<file path="config.mk">
export PLATFORM = sky130hd
export DESIGN_NAME = mc_ctrl
export DESIGN_NICKNAME = d
export VERILOG_FILES = /design/src/rtl/mc_ctrl_pkg.sv /design/src/rtl/mc_decode.sv /design/src/rtl/mc_ctrl.sv
export SDC_FILE = /design/constraint.sdc
export NUM_CORES = 1
export LEC_CHECK = 0
export BUFFER_PORTS_ARGS = -buffer_cell sky130_fd_sc_hd__clkbuf_2
export CORE_UTILIZATION = 43
export CTS_CLUSTER_DIAMETER = 200
export DETAILED_ROUTE_END_ITERATION = 6
export PLACE_DENSITY_LB_ADDON = 0.3
export SLEW_MARGIN = 20
export SYNTH_ARGS = -nofsm -noshare
export SYNTH_HDL_FRONTEND = slang
export SYNTH_SLANG_ARGS = --single-unit
</file>
<file path="constraint.sdc">
create_clock -name clk -period 1.58 [get_ports clk]
set_input_delay 0.079 -clock clk [delete_from_list [all_inputs] [get_ports clk]]
set_output_delay 0.079 -clock clk [all_outputs]
set_load 0.01 [all_outputs]
</file>
<file path="src/rtl/mc_ctrl_pkg.sv">
// mc_ctrl_pkg: encodings, FSM states and decoded-instruction flags for the multicycle controller
package mc_ctrl_pkg;

    localparam logic [1:0] EXT_ZERO    = 2'b00;
    localparam logic [1:0] EXT_SIGNED  = 2'b01;
    localparam logic [1:0] EXT_HIGHPOS = 2'b10;

    localparam logic [2:0] ALU_NOP = 3'd0;
    localparam logic [2:0] ALU_ADD = 3'd1;
    localparam logic [2:0] ALU_SUB = 3'd2;
    localparam logic [2:0] ALU_AND = 3'd3;
    localparam logic [2:0] ALU_OR  = 3'd4;
    localparam logic [2:0] ALU_SLT = 3'd5;

    localparam logic [1:0] NPC_PLUS4  = 2'd0;
    localparam logic [1:0] NPC_BRANCH = 2'd1;
    localparam logic [1:0] NPC_JUMP   = 2'd2;
    localparam logic [1:0] NPC_JR     = 2'd3;

    localparam logic [1:0] GPRSEL_RD = 2'd0;
    localparam logic [1:0] GPRSEL_RT = 2'd1;
    localparam logic [1:0] GPRSEL_31 = 2'd2;

    localparam logic [1:0] WDSEL_ALU = 2'd0;
    localparam logic [1:0] WDSEL_MEM = 2'd1;
    localparam logic [1:0] WDSEL_PC  = 2'd2;

    localparam logic [5:0] OP_R     = 6'b000000;
    localparam logic [5:0] OP_ADDI  = 6'b001000;
    localparam logic [5:0] OP_ADDIU = 6'b001001;
    localparam logic [5:0] OP_SLTI  = 6'b001010;
    localparam logic [5:0] OP_ANDI  = 6'b001100;
    localparam logic [5:0] OP_ORI   = 6'b001101;
    localparam logic [5:0] OP_LUI   = 6'b001111;
    localparam logic [5:0] OP_LW    = 6'b100011;
    localparam logic [5:0] OP_SW    = 6'b101011;
    localparam logic [5:0] OP_BEQ   = 6'b000100;
    localparam logic [5:0] OP_BNE   = 6'b000101;
    localparam logic [5:0] OP_J     = 6'b000010;
    localparam logic [5:0] OP_JAL   = 6'b000011;

    localparam logic [5:0] F_ADDU = 6'b100001;
    localparam logic [5:0] F_SUBU = 6'b100011;
    localparam logic [5:0] F_AND  = 6'b100100;
    localparam logic [5:0] F_OR   = 6'b100101;
    localparam logic [5:0] F_SLT  = 6'b101010;
    localparam logic [5:0] F_JR   = 6'b001000;

    typedef enum logic [2:0] {FETCH, DCD, EXE, MEM, WB} state_e;

    typedef struct packed {
        logic addu;
        logic subu;
        logic andr;
        logic orr;
        logic slt;
        logic jr;
        logic addi;
        logic addiu;
        logic slti;
        logic andi;
        logic ori;
        logic lui;
        logic lw;
        logic sw;
        logic beq;
        logic bne;
        logic j;
        logic jal;
    } insn_t;

endpackage

</file>
<file path="src/rtl/mc_decode.sv">
// mc_decode: maps Op/Funct to one-hot instruction flags and flags anything undecodable
module mc_decode
    import mc_ctrl_pkg::*;
(
    input  logic [5:0] Op,
    input  logic [5:0] Funct,
    output insn_t      insn,
    output logic       illegal
);

    // one flag per supported instruction; none set means illegal
    always_comb begin
        insn       = '0;
        insn.addu  = Op == OP_R && Funct == F_ADDU;
        insn.subu  = Op == OP_R && Funct == F_SUBU;
        insn.andr  = Op == OP_R && Funct == F_AND;
        insn.orr   = Op == OP_R && Funct == F_OR;
        insn.slt   = Op == OP_R && Funct == F_SLT;
        insn.jr    = Op == OP_R && Funct == F_JR;
        insn.addi  = Op == OP_ADDI;
        insn.addiu = Op == OP_ADDIU;
        insn.slti  = Op == OP_SLTI;
        insn.andi  = Op == OP_ANDI;
        insn.ori   = Op == OP_ORI;
        insn.lui   = Op == OP_LUI;
        insn.lw    = Op == OP_LW;
        insn.sw    = Op == OP_SW;
        insn.beq   = Op == OP_BEQ;
        insn.bne   = Op == OP_BNE;
        insn.j     = Op == OP_J;
        insn.jal   = Op == OP_JAL;
        illegal    = ~|insn;
    end

endmodule

</file>
<file path="src/rtl/mc_ctrl.sv">
// mc_ctrl: multicycle FETCH/DCD/EXE/MEM/WB controller driving datapath selects and write enables
module mc_ctrl
    import mc_ctrl_pkg::*;
(
    input  logic       clk,
    input  logic       rst,
    input  logic [5:0] Op,
    input  logic [5:0] Funct,
    input  logic       Zero,
    output logic       PCWrite,
    output logic       IRWrite,
    output logic       RegWrite,
    output logic       MemWrite,
    output logic [1:0] EXTOp,
    output logic [2:0] ALUOp,
    output logic       BSel,
    output logic [1:0] NPCOp,
    output logic [1:0] GPRSel,
    output logic [1:0] WDSel,
    output logic       InsnDone,
    output logic       Illegal
);

    state_e state, next;
    insn_t  d;
    logic   bad, ralu, ialu, mem_op, branch;
    logic   [2:0] alu_d;

    mc_decode u_dec (.Op(Op), .Funct(Funct), .insn(d), .illegal(bad));

    assign ralu   = d.addu | d.subu | d.andr | d.orr | d.slt;
    assign ialu   = d.addi | d.addiu | d.slti | d.andi | d.ori | d.lui;
    assign mem_op = d.lw | d.sw;
    assign branch = d.beq | d.bne;
    assign alu_d  = (d.addu | d.addi | d.addiu | d.lui | mem_op) ? ALU_ADD :
                    (d.subu | branch)                          ? ALU_SUB :
                    (d.andr | d.andi)                          ? ALU_AND :
                    (d.orr | d.ori)                            ? ALU_OR  :
                    (d.slt | d.slti)                           ? ALU_SLT : ALU_NOP;

    // state register; reset parks the FSM in FETCH
    always_ff @(posedge clk)
        state <= rst ? FETCH : next;

    // next-state and per-state datapath controls; ALU/write selects stay stable from EXE to WB
    always_comb begin
        next     = state;
        PCWrite  = 1'b0;
        IRWrite  = 1'b0;
        RegWrite = 1'b0;
        MemWrite = 1'b0;
        Illegal  = 1'b0;
        ALUOp    = ALU_NOP;
        BSel     = 1'b0;
        NPCOp    = NPC_PLUS4;
        GPRSel   = GPRSEL_RD;
        WDSel    = WDSEL_ALU;
        EXTOp    = (d.addi | d.addiu | d.slti | mem_op | branch) ? EXT_SIGNED :
                   d.lui ? EXT_HIGHPOS : EXT_ZERO;
        if (state == EXE || state == MEM || state == WB) begin
            ALUOp  = alu_d;
            BSel   = ialu | mem_op;
            GPRSel = ralu ? GPRSEL_RD : GPRSEL_RT;
            WDSel  = d.lw ? WDSEL_MEM : WDSEL_ALU;
        end
        case (state)
            FETCH: begin
                IRWrite = 1'b1;
                PCWrite = 1'b1;
                next    = DCD;
            end
            DCD: begin
                if (bad) begin
                    Illegal = 1'b1;
                    next    = FETCH;
                end else if (d.j | d.jal | d.jr) begin
                    PCWrite  = 1'b1;
                    NPCOp    = d.jr ? NPC_JR : NPC_JUMP;
                    RegWrite = d.jal;
                    GPRSel   = d.jal ? GPRSEL_31 : GPRSEL_RD;
                    WDSel    = d.jal ? WDSEL_PC : WDSEL_ALU;
                    next     = FETCH;
                end else
                    next = EXE;
            end
            EXE: begin
                if (branch) begin
                    NPCOp   = NPC_BRANCH;
                    PCWrite = d.beq ? Zero : !Zero;
                    next    = FETCH;
                end else
                    next = mem_op ? MEM : WB;
            end
            MEM: begin
                MemWrite = d.sw;
                next     = d.lw ? WB : FETCH;
            end
            WB: begin
                RegWrite = 1'b1;
                next     = FETCH;
            end
            default: next = FETCH;
        endcase
        InsnDone = next == FETCH;
        if (rst) begin
            PCWrite  = 1'b0;
            IRWrite  = 1'b0;
            RegWrite = 1'b0;
            MemWrite = 1'b0;
            Illegal  = 1'b0;
            InsnDone = 1'b0;
            EXTOp    = EXT_ZERO;
            ALUOp    = ALU_NOP;
            BSel     = 1'b0;
            NPCOp    = NPC_PLUS4;
            GPRSel   = GPRSEL_RD;
            WDSel    = WDSEL_ALU;
        end
    end

endmodule

</file>
==> reports/qor.txt <==
Post-synth ARST share: 0
Failing checks: negative setup slack
Pin count of the biggest net entering global routing: 16
Final Slew Violations: 0
Fin cells: 189
Worst Setup Start Kind: input port
Residual DRC: 0
Count of cell types in the netlist: 45
Design area: 1290 um2
Initial antenna violation count: 0
CP Max Fanout: 13
Net Count, Synth: 132
First-pass GRT wire length: 4080 um
Post-synthesis sequential area ratio: 0.0764
Fill count: 138
DR vias/cell: 5.93
Row count: 15
HP Class: in2reg
Vias in the first global route: 927
Final setup TNS: -0.00204 ns
CTS Buf Count: 3
Post-route ant nets: 0
Static Leakage: 0.000515 uW
CTS Hold Bufs: 0
Area occupied by multi-input gates: 793 um2
ANT cells: 0
Worst EP arrival: 1.50 ns
Relative slew margins: 0.771
Placed Cells incl. Taps: 181
Share of cells above drive strength 1: 0.579
Fin crit period: 1.58 ns
Clock transition at the registers of the reported paths: 0.04 ns
Mapped Cells: 117
Final hold vios: 0
H-tree depth: 1
Gr usage total: 0.277
Status: finished, violations left
Clock buffer depth: 2
Final Cycle Share: 1.00
IO Pins: 33
RSZ-0062 raised after global routing: yes
Average cell area after synthesis: 6.72 um2
Register area: 68.8 um2
Top flop regs: state x3
Post-DP HPWL: 1970 um
Worst VDD drop: 0.000252 V
Yosys Warn Count: 0
Root buf cell: clkbuf_4
Slew @ Worst Pin: 0.342 ns
Nets: 180
Layout area overhead: 64.5%
Hold WS: 0.294 ns
Setup-failing EPs final: 1
Max reg flops: 3
Synth Cell Area: 786 um2
Bufs and invs on worst path: 4
Post-synth EDFFs: 0
Placed cell area: 1090 um2
R2R Setup Slk: 0.39 ns
Setup crit end kind: output pin
Die Width: 44.7 um
Pre-CTS setup slack: -0.125 ns
Clock latency at the later pin of the worst-skew pair: 0.24 ns
CP cell instances: clkbuf_2 -> buf_4 -> nand4b_1 -> or2_2 -> buf_4 -> o32ai_2 -> a2111oi_2 -> buf_2
Delay-heaviest family, CP: simple AND/OR/NAND/NOR gates
Max Fclk: 632 MHz
Synth Flop Type: dfxtp_1
Full die area: 2000 um2
Critical Path Slowest Stage Cell: or2_2
Initial Util: 0.455
PwrDens: 359 nW/um2
TritonRoute pass-1 iters: 4
GPL Wtd Cong: 0.855
Via count: 1120
CP max stage delay: 0.36 ns
Final setup margin: -0.00204 ns
WL per Instance: 14.8 um
Die Span Y: 44.7 um
Number of synthesized register bits: 3
Critical path class: in2out
CP required: 1.50 ns
Largest register by flop count: state
Cell mode on critical path: buf_4
Clock sinks: 3
Clk_skew: 0.00806 ns
# port buffers: 32
Number of DRC markers in iteration 0: 27
CTS tree: done
Max Cap Viol: 0
Core ar.: 1730 um2
WL final: 2800 um
Remaining global-route overflow: 0
## layout make-up
type	count	share of cell area
Multi-Input combinational cell	98	0.614
Timing Repair Buffer	55	0.277
Sequential cell	3	0.0532
Tap cell	25	0.0242
Clock buffer	4	0.0203
Inverter	4	0.0116
## worst paths after layout
check,from,endpoint,cells past startpoint
max,Op[2],InsnDone,8
min reg2reg,state[1],state[0],2
max reg2reg,state[2],state[2],4
min,Op[4],state[1],5
## stage by stage
step | util | total power (uW)
after floorplan | - | 204
after global placement | 0.632 | 277
after detailed placement | 0.632 | 284
after CTS | 0.675 | 432
after global routing | 0.749 | 491
final | 0.749 | 463
## cell families after synthesis
kind of cell,count (synthesis),share of synthesized area
AOI/OAI and AO/OA,35,0.314
xor gates and xnor gates,2,0.0223
buffers and inverters,16,0.0939
DFF,3,0.0764
muxes,1,0.0127
and+or+nand+nor,60,0.481
## per-layer routing
metal,track usage,share of wire,vias up
li1,-,-,540
met1,0.375,0.44,528
met2,0.450,0.50,46
met3,0.0240,0.044,6
met4,0.115,0.017,0
met5,0,0,-
## placed cells by master (no fill, tap or decap), types with 3 or more instances in the layout
cell type	n
buf_4	19
nand2_1	6
clkbuf_4	3
inv_1	4
nor3_1	8
buf_2	6
nor2_1	3
nand3b_1	4
nor4_1	3
nor3_2	5
nand2b_1	6
clkbuf_2	25
o21ai_0	4
a21oi_1	6
buf_6	4
## cell usage after synthesis (2+ instances only)
library cell	n	area share
nor3_1	13	0.083
clkbuf_1	8	0.038
a21oi_1	7	0.045
nand2b_1	7	0.056
nand2_1	6	0.029
o21ai_0	6	0.038
inv_1	4	0.019
nand3b_1	4	0.038
nor2_1	4	0.019
nor2b_1	4	0.032
a31oi_1	3	0.024
dfxtp_1	3	0.076
nor3b_1	3	0.029
nor4_1	3	0.024
o22ai_1	3	0.024
a211oi_1	2	0.019
a32oi_1	2	0.022
and2_1	2	0.016
buf_2	2	0.013
nand4_1	2	0.016
nand4b_1	2	0.022
o21a_1	2	0.019
or3b_2	2	0.022
or4b_1	2	0.025
## power by group
group / total (uW) / internal, uW / leakage [uW] / switching, uW
clock network: 142 / 95.1 / 0.0000150 / 46.8
registers: 81.3 / 76.9 / 0.0000263 / 4.39
logic: 240 / 111 / 0.000474 / 129
total: 463 / 283 / 0.000515 / 181
## worst register-to-register path, delay by kind of cell, from the launching register on
kind	cells	cell delay [ns]
DFF	1	0.36
buffers and inverters	1	0.13
AOI/OAI and AO/OA	1	0.30
and+or+nand+nor	2	0.32
## what timing repair did
action / 4_1_cts / 5_1_grt
endpoints found under the setup margin: 12 / 13
pin swaps: 6 / 8
buffers inserted: 1 / 3
gates resized for setup: 12 / 31
(Power assumes the default switching activity.)
